===== src/rtl/openofdm_tx_pkg.sv =====
// Shared definitions for the OpenOFDM transmit path.
// Holds the STF generator state encoding, the STF table geometry, and a
// small helper that halves a 16-bit table sample for edge windowing.
package openofdm_tx_pkg;

  localparam int STF_DEPTH    = 16;
  localparam int STF_SAMPLE_W = 16;
  localparam int STF_ADDR_W   = $clog2(STF_DEPTH);

  typedef enum logic [1:0] {
    ST_IDLE = 2'd0,
    ST_RUN  = 2'd1,
    ST_DONE = 2'd2
  } stf_state_e;

  // Arithmetic shift right by one: the 802.11 edge window weight of 0.5.
  function automatic logic [STF_SAMPLE_W-1:0] half_sample(input logic [STF_SAMPLE_W-1:0] x);
    return {x[STF_SAMPLE_W-1], x[STF_SAMPLE_W-1:1]};
  endfunction

endpackage


===== src/rtl/stf_stream_gen_table.sv =====
// stf_table: combinational lookup of one 16-sample STF period.
// Ports:
//   addr - table index 0..15
//   iq   - {I, Q}, each a signed 16-bit sample
// The period is a constant-envelope sequence (magnitude ~1066) whose phase
// steps by -67.5 degrees per sample, starting at 225 degrees.
module stf_table
  import openofdm_tx_pkg::*;
(
  input  logic [STF_ADDR_W-1:0]     addr,
  output logic [2*STF_SAMPLE_W-1:0] iq
);

  // Constant table decode.
  always_comb begin
    iq = 32'h0000_0000;
    case (addr)
      4'd0:    iq = {16'hFD0E, 16'hFD0E};
      4'd1:    iq = {16'hFC27, 16'h0198};
      4'd2:    iq = {16'h0000, 16'h042A};
      4'd3:    iq = {16'h03D9, 16'h0198};
      4'd4:    iq = {16'h02F2, 16'hFD0E};
      4'd5:    iq = {16'hFE68, 16'hFC27};
      4'd6:    iq = {16'hFBD6, 16'h0000};
      4'd7:    iq = {16'hFE68, 16'h03D9};
      4'd8:    iq = {16'h02F2, 16'h02F2};
      4'd9:    iq = {16'h03D9, 16'hFE68};
      4'd10:   iq = {16'h0000, 16'hFBD6};
      4'd11:   iq = {16'hFC27, 16'hFE68};
      4'd12:   iq = {16'hFD0E, 16'h02F2};
      4'd13:   iq = {16'h0198, 16'h03D9};
      4'd14:   iq = {16'h042A, 16'h0000};
      4'd15:   iq = {16'h0198, 16'hFC27};
      default: iq = 32'h0000_0000;
    endcase
  end

endmodule


===== src/rtl/stf_stream_gen.sv =====
// stf_stream_gen: streams an 802.11 short training field burst.
// A burst is N_REP periods of the 16-sample STF, optionally edge windowed
// (first sample halved, plus one halved copy of entry 0 appended as a tail).
// Ports:
//   clk, rstn          - clock, asynchronous active-low reset
//   start              - one-cycle burst request (ignored unless idle)
//   abort              - synchronous cancel, returns to idle, no done
//   out_ready          - downstream accepts the presented sample
//   out_valid/i/q/last - registered sample stream, last marks the final one
//   busy               - burst in progress
//   done               - one-cycle pulse after the final handshake
module stf_stream_gen
  import openofdm_tx_pkg::*;
#(
  parameter int IQ_WIDTH  = 16,
  parameter int N_REP     = 10,
  parameter int WINDOW_EN = 1
) (
  input  logic                clk,
  input  logic                rstn,
  input  logic                start,
  input  logic                abort,
  input  logic                out_ready,
  output logic                out_valid,
  output logic [IQ_WIDTH-1:0] out_i,
  output logic [IQ_WIDTH-1:0] out_q,
  output logic                out_last,
  output logic                busy,
  output logic                done
);

  localparam int DROP = STF_SAMPLE_W - IQ_WIDTH;
  // Half an LSB of the reduced width, added before truncation.
  localparam logic [16:0] RND = (DROP == 0) ? 17'd0 : (17'd1 << ((DROP > 0) ? DROP - 1 : 0));
  // With windowing the final sample is the tail at (rep N_REP, idx 0).
  localparam logic [3:0] LAST_REP = (WINDOW_EN != 0) ? 4'(N_REP) : 4'(N_REP - 1);
  localparam logic [3:0] LAST_IDX = (WINDOW_EN != 0) ? 4'd0 : 4'd15;
  localparam logic [3:0] TAIL_REP = 4'(N_REP);
  localparam logic [IQ_WIDTH-1:0] SAT_MAX = {1'b0, {(IQ_WIDTH-1){1'b1}}};
  localparam logic [IQ_WIDTH-1:0] SAT_MIN = {1'b1, {(IQ_WIDTH-1){1'b0}}};

  // Round half-up to the upper IQ_WIDTH bits, saturating on overflow.
  function automatic logic [IQ_WIDTH-1:0] reduce(input logic [15:0] x);
    logic [16:0]         s;
    logic [IQ_WIDTH:0]   u;
    logic [IQ_WIDTH-1:0] r;
    s = {x[15], x} + RND;
    u = s[16:DROP];
    if (u[IQ_WIDTH] != u[IQ_WIDTH-1]) begin
      r = u[IQ_WIDTH] ? SAT_MIN : SAT_MAX;
    end else begin
      r = u[IQ_WIDTH-1:0];
    end
    return r;
  endfunction

  stf_state_e state, nxt_state;
  logic [3:0] idx, rep, nxt_idx, nxt_rep;
  logic       load;
  logic       hs;
  logic [31:0] tab_iq;
  logic [15:0] win_i, win_q;
  logic        win;
  logic        nxt_valid, nxt_last, nxt_busy, nxt_done;
  logic [IQ_WIDTH-1:0] nxt_i, nxt_q;

  assign hs = out_valid & out_ready;

  stf_table u_table (
    .addr (nxt_idx),
    .iq   (tab_iq)
  );

  // State and sample-pointer registers.
  always_ff @(posedge clk or negedge rstn) begin
    if (!rstn) begin
      state <= ST_IDLE;
      idx   <= 4'd0;
      rep   <= 4'd0;
    end else begin
      state <= nxt_state;
      idx   <= nxt_idx;
      rep   <= nxt_rep;
    end
  end

  // Next-state and pointer logic; abort overrides everything.
  always_comb begin
    nxt_state = state;
    nxt_idx   = idx;
    nxt_rep   = rep;
    load      = 1'b0;
    case (state)
      ST_IDLE: begin
        if (start) begin
          nxt_state = ST_RUN;
          nxt_idx   = 4'd0;
          nxt_rep   = 4'd0;
          load      = 1'b1;
        end else begin
          nxt_state = ST_IDLE;
        end
      end
      ST_RUN: begin
        if (hs && out_last) begin
          nxt_state = ST_DONE;
        end else if (hs) begin
          nxt_idx = idx + 4'd1;
          nxt_rep = (idx == 4'd15) ? rep + 4'd1 : rep;
          load    = 1'b1;
        end else begin
          nxt_state = ST_RUN;
        end
      end
      ST_DONE: nxt_state = ST_IDLE;
      default: nxt_state = ST_IDLE;
    endcase
    if (abort) begin
      nxt_state = ST_IDLE;
      nxt_idx   = 4'd0;
      nxt_rep   = 4'd0;
      load      = 1'b0;
    end else begin
      nxt_state = nxt_state;
    end
  end

  // Output next-values: window, reduce, and hold the sample during stalls.
  always_comb begin
    win = (WINDOW_EN != 0) && (nxt_idx == 4'd0) && ((nxt_rep == 4'd0) || (nxt_rep == TAIL_REP));
    if (win) begin
      win_i = half_sample(tab_iq[31:16]);
      win_q = half_sample(tab_iq[15:0]);
    end else begin
      win_i = tab_iq[31:16];
      win_q = tab_iq[15:0];
    end
    nxt_valid = (nxt_state == ST_RUN);
    nxt_busy  = (nxt_state == ST_RUN);
    nxt_done  = (nxt_state == ST_DONE);
    if (load) begin
      nxt_i    = reduce(win_i);
      nxt_q    = reduce(win_q);
      nxt_last = (nxt_idx == LAST_IDX) && (nxt_rep == LAST_REP);
    end else if (nxt_state == ST_RUN) begin
      nxt_i    = out_i;
      nxt_q    = out_q;
      nxt_last = out_last;
    end else begin
      nxt_i    = '0;
      nxt_q    = '0;
      nxt_last = 1'b0;
    end
  end

  // Output registers.
  always_ff @(posedge clk or negedge rstn) begin
    if (!rstn) begin
      out_valid <= 1'b0;
      out_i     <= '0;
      out_q     <= '0;
      out_last  <= 1'b0;
      busy      <= 1'b0;
      done      <= 1'b0;
    end else begin
      out_valid <= nxt_valid;
      out_i     <= nxt_i;
      out_q     <= nxt_q;
      out_last  <= nxt_last;
      busy      <= nxt_busy;
      done      <= nxt_done;
    end
  end

endmodule


===== config.mk =====
export PLATFORM = sky130hd
export DESIGN_NAME = stf_stream_gen
export DESIGN_NICKNAME = d
export VERILOG_FILES = /design/src/rtl/openofdm_tx_pkg.sv /design/src/rtl/stf_stream_gen_table.sv /design/src/rtl/stf_stream_gen.sv
export SDC_FILE = /design/constraint.sdc
export NUM_CORES = 1
export LEC_CHECK = 0
export BUFFER_PORTS_ARGS = -buffer_cell sky130_fd_sc_hd__buf_4
export CAP_MARGIN = 20
export CORE_ASPECT_RATIO = 1.25
export CORE_MARGIN = 2
export CORE_UTILIZATION = 48
export CTS_CLUSTER_DIAMETER = 30
export DETAILED_ROUTE_END_ITERATION = 7
export GPL_TIMING_DRIVEN = 0
export PLACE_DENSITY = 0.69
export SYNTH_ARGS = -nofsm -noshare
export SYNTH_HDL_FRONTEND = slang
export SYNTH_HIERARCHICAL = 1
export SYNTH_SLANG_ARGS = --single-unit

===== constraint.sdc =====
create_clock -name clk -period 3.7 [get_ports clk]
set_input_delay 0.74 -clock clk [delete_from_list [all_inputs] [get_ports clk]]
set_output_delay 0.74 -clock clk [all_outputs]
set_load 0.02 [all_outputs]

# ---- Yosys cells after proc, flatten, opt, wreduce, memory -nomap -nowiden
# Memories as Yosys holds them, arrays and structs flattened.
# Index checks and enable logic that the tools add are counted.
dict set report word_totals {
  ff_bits 45
  output_inout_bits 36
  romBits 512
  word_cells 53
  mem_count 1
  in_bits 5
}
# memory depth width read_ports rd_ports_with_merged_regs write_ports line
set mem_list {}
lappend mem_list {{(no name shown)} 16 32 1 0 0 stf_stream_gen_table.sv:17} ;# case (addr)
dict set report op_classes {
  bitwise_logic 1
  eq_ne 6
  n_addsub 2
  mux 28
  n_reduce_logical 7
}
# operator count
set ops {}
lappend ops {{16-bit 2-to-1 mux} 3}
lappend ops {{4-bit 2-to-1 mux} 9}
lappend ops {{15-bit 2-to-1 mux} 2}
lappend ops {{4-bit case mux with 2 select lines} 2}
lappend ops {{4-bit by 1-bit adder with 4-bit output, second input constant} 2}
lappend ops {{4-bit equality test, second input constant} 2}
lappend ops {{4-bit zero test} 2}
lappend ops {{1-bit 2-to-1 mux} 7}
lappend ops {{2-bit 2-to-1 mux} 3}
lappend ops {{2-bit by 1-bit equality test with 1-bit output, second input constant} 2}
lappend ops {{2-bit case mux with 2 select lines} 1}
lappend ops {{1-bit logical AND} 3}
lappend ops {{2-bit equality test, second input constant} 1}
lappend ops {{2-bit zero test} 1}
lappend ops {{2-bit inequality test, second input constant} 1}
lappend ops {{1-bit case mux with 2 select lines} 1}
lappend ops {{1-bit bitwise AND} 1}
lappend ops {{1-bit logical OR} 1}

# ---- Logic depth before layout (Yosys ltp)
dict set report logic_depth {
  ltp_word 11
  depth_mapped 14
}

# ---- By module
# The synthesis kept the hierarchy.
# module n_inst seq_area_each_um2 cells_each area_each_um2
set by_module_without_submodules {}
lappend by_module_without_submodules {stf_stream_gen 1 1126.1 252 2369.8}
lappend by_module_without_submodules {stf_table 1 0.0 76 499.2}

# ---- Worst setup path after synthesis
# OpenSTA, ideal clock, no wires.
dict set report synth_path {
  path_kind {input to register}
  start {input start}
  end {register out_q[14]}
  slack_ps 666
  arrival_time_ps 2902
  required_ps 3568
  path_stages 13
  n_path_buf 2
  cell_sequence {nor3b_2 > or2_0 > buf_2 > a21oi_1 > inv_1 > ha_1 > or2_2 > a21oi_1 > a21oi_1 > buf_4 > nand2_1 > o21bai_1 > o211ai_1}
}
dict set report synth_via {
  word_cells_on_any_way 22
}
# item line
set synth_lines {}
lappend synth_lines {{start, declared} stf_stream_gen.sv:21} ;# input logic start,
lappend synth_lines {{4-bit 2-to-1 mux} stf_stream_gen.sv:95} ;# if (start) begin
lappend synth_lines {{4-bit case mux with 2 select lines} stf_stream_gen.sv:93} ;# case (state)
lappend synth_lines {{4-bit 2-to-1 mux} stf_stream_gen.sv:118} ;# if (abort) begin
lappend synth_lines {{net nxt_idx[1]} stf_stream_gen.sv:58} ;# logic [3:0] idx, rep, nxt_idx, nxt_rep;
lappend synth_lines {{memory read 16 x 32 bit} --}
lappend synth_lines {{net tab_iq[14]} stf_stream_gen.sv:61} ;# logic [31:0] tab_iq;
lappend synth_lines {{15-bit 2-to-1 mux} stf_stream_gen.sv:131} ;# if (win) begin
lappend synth_lines {{16-bit 2-to-1 mux} stf_stream_gen.sv:141} ;# if (load) begin
lappend synth_lines {{end signal, assigned} stf_stream_gen.sv:168} ;# out_q <= nxt_q;
lappend synth_lines {{end, declared} stf_stream_gen.sv:26} ;# output logic [IQ_WIDTH-1:0] out_q,
# The timed path passes the listed nets, and every way through them passes these cells.
# A chain may end at the register's enable or synchronous reset.

# ---- Final worst setup path
# Same ends and word-level chain as after synthesis.

==> impl_metrics.csv <==
group,metric,value,unit
detailed_routing,wl_per_cell,15.8,um
final_layout,n_antenna_cell,0,
outcome,status,"completed",
placed_design,dpl_worst_slack,0.0362,ns
final_layout,mostFrequentLayoutCell,"nand2_1",
yosys,async_reset_ff_share,100,%
timing,setup_viol,0,
cts,cts_resized,0,
global_routing,grt_use_total,22.8,%
timing,max_freq,298,MHz
flow_run,drv_cap,0,
timing,timing.final.ws_setup,0.340,ns
global_routing,grt_pass1_vias,2483,
global_routing,grt_pass1_wl,12100,um
cts,path_clk_slew,0.08,ns
final_layout,mostFrequentLayoutCells,"nand2_1 (72), buf_4 (54), dfrtp_1 (45), o211ai_1 (30), o21bai_1 (26)",
placed_design,gp_congestion,0.899,
timing,final.period_utilization,90.8,%
cts,cts_buffers,5,
die,die_w,73.2,um
worst_setup_path,cp.required,3.87,ns
cts,cts_tree,"built",
yosys,ys_types,48,
yosys,syn_area,2870,um^2
cts,clkSinkCount,45,
yosys,synth-edff-count,0,
worst_setup_path,endpoint_kind,"flop",
final_layout,postLayoutCoreUtil,58.3,%
placed_design,io_buffers,40,
power,power_leakage,1.70,nW
yosys,synth.ff_latch_count,45,
yosys,yosysWarnings,6,
power,ir_drop,0.273,mV
detailed_routing,drt_iter0_markers,100,
cts,htreeDepth,2,
global_routing,grt_max_degree,46,
yosys,ys_seq_area_share,39.2,%
detailed_routing,via_count,2541,
global_routing,gr-total-overflow,0,
detailed_routing,postRouteAntennaNets,0,
final_layout,syn_to_final_growth,17.4,%
worst_setup_path,reg2reg_depth,13,
worst_setup_path,startpoint_type,"input port",
detailed_routing,drc,0,
yosys,synth_flop_cell,"dfrtp_1",
cts,cts_root_buf,"clkbuf_8",
timing,hold_viol_final,0,
timing,slew_headroom,53.8,%
power,powerDensity,317,nW/um^2
timing,rsz0062_at_grt,"no",
timing,worst_clock_skew,0.00646,ns
timing,period_minus_slack,3.36,ns
global_routing,antenna_found_initial,0,
worst_setup_path,cp_max_fo,9,
final_layout,nets,388,
die,coreArea,5780,um^2
detailed_routing,drt_wl_total,6970,um
die,die_y,90.4,um
die,start_util,49.6,%
detailed_routing,viasPerCell,5.75,
worst_setup_path,crit_arrival,3.53,ns
die,pin_count,41,
final_layout,drive_above_1_share,21.3,%
cts,post_cts_buffers,0,
detailed_routing,drt_pass1_iterations,5,
die,rows,31,
timing,slew_violations,0,
yosys,synth_fp_nets,341,
placed_design,dp_hpwl,5170,um
min_path,hp-class,"in2async",
yosys,syn_avg_cell_area,8.75,um^2
cts,clock_path_buffers,2,
cts,cts-hold-fix-buffers,0,
timing,holdWs,0.425,ns
yosys,syn_inst,328,
die,dieArea,6620,um^2
worst_setup_path,path_class,"in2reg",
timing,finalSetupTns,0,ns
cts,insertion_delay,0.30,ns
timing,worstMarginPinSlew,0.694,ns
-- area by class of cell --
cell class	count	area, um^2
plain buffers	35	208
clock buffers	7	86.3
clock inverters	1	30.0
fillers	528	2410
inverters	4	15.0
multi-input cells	244	1520
flip-flops and latches	45	1130
well taps	66	82.6
repair buffers	40	300
-- Yosys cell counts, types with 6 or more instances --
library cell	number	share of area (%)
o21ai_0	8	1.4
buf_2	7	1.2
o211ai_1	30	7.9
nand3_1	6	1.0
buf_4	14	3.7
ha_1	8	3.5
nand2_1	72	9.4
dfrtp_1	45	39
nor2_1	17	2.2
clkbuf_1	12	1.6
a21oi_1	15	2.6
o21bai_1	26	6.8
-- per-layer routing --
metal	share of wire [%]	wire length [um]	track usage, %	up-vias
met5	0	0	0	-
met4	1.8	123	7.10	0
met3	4.4	304	3.24	12
met2	49	3430	37.5	67
met1	45	3120	30.4	1219
li1	-	-	-	1243
-- registers in the layout, indices dropped and copies added (netlist names) --
signal / count
out_q: 16
rep: 4
busy: 1
idx: 4
out_last: 1
out_i: 16
done: 1
state: 2
-- through the flow --
stage / instance area (um^2) / power, mW / std cells
floorplan: 2870 / 0.625 / 328
global placement: 3250 / 0.693 / 434
detailed placement: 3250 / 0.695 / 434
CTS: 3370 / 1.08 / 442
global route: 3370 / 1.12 / 442
finish: 3370 / 1.07 / 442
-- critical path: stages --
cell and delay (ns):
buf_4 0.11, nor3b_2 0.16, or2_0 0.19, buf_2 0.18, a21oi_1 0.56, inv_1 0.22
ha_1 0.28, or2_2 0.30, a21oi_1 0.14, a21oi_1 0.11, buf_4 0.18, nand2_1 0.09
o21bai_1 0.15, o211ai_1 0.12
-- where the power goes --
| group | switching (mW) | total [mW] | leakage, nW | internal (mW) |
|---|---|---|---|---|
| registers | 0.0156 | 0.529 | 0.606 | 0.514 |
| clock network | 0.166 | 0.387 | 0.0585 | 0.220 |
| logic | 0.0926 | 0.153 | 1.04 | 0.0602 |
-- final timing paths --
kind,startpoint,to,slack [ns]
hold / removal,rstn,rep[2],0.42
setup / recovery,start,out_q[14],0.34
hold reg to reg,out_i[15],out_i[15],0.49
max in group asynchronous,rstn,out_q[14],2.86
min in group clk,out_i[15],out_i[15],0.49
setup reg to reg,out_last,out_q[14],0.44
-- cell families after synthesis --
kind of cell	after synthesis	share of synthesized area (%)
AO/OA/AOI/OAI	97	23.9
adder cells (fa/ha/maj)	8	3.49
XOR/XNOR	9	3.01
buffers and inverters	39	7.76
flip-flops	45	39.2
AND/OR/NAND/NOR	124	20.4
multiplexers	6	2.27
Power figures use the tool's default switching activity.
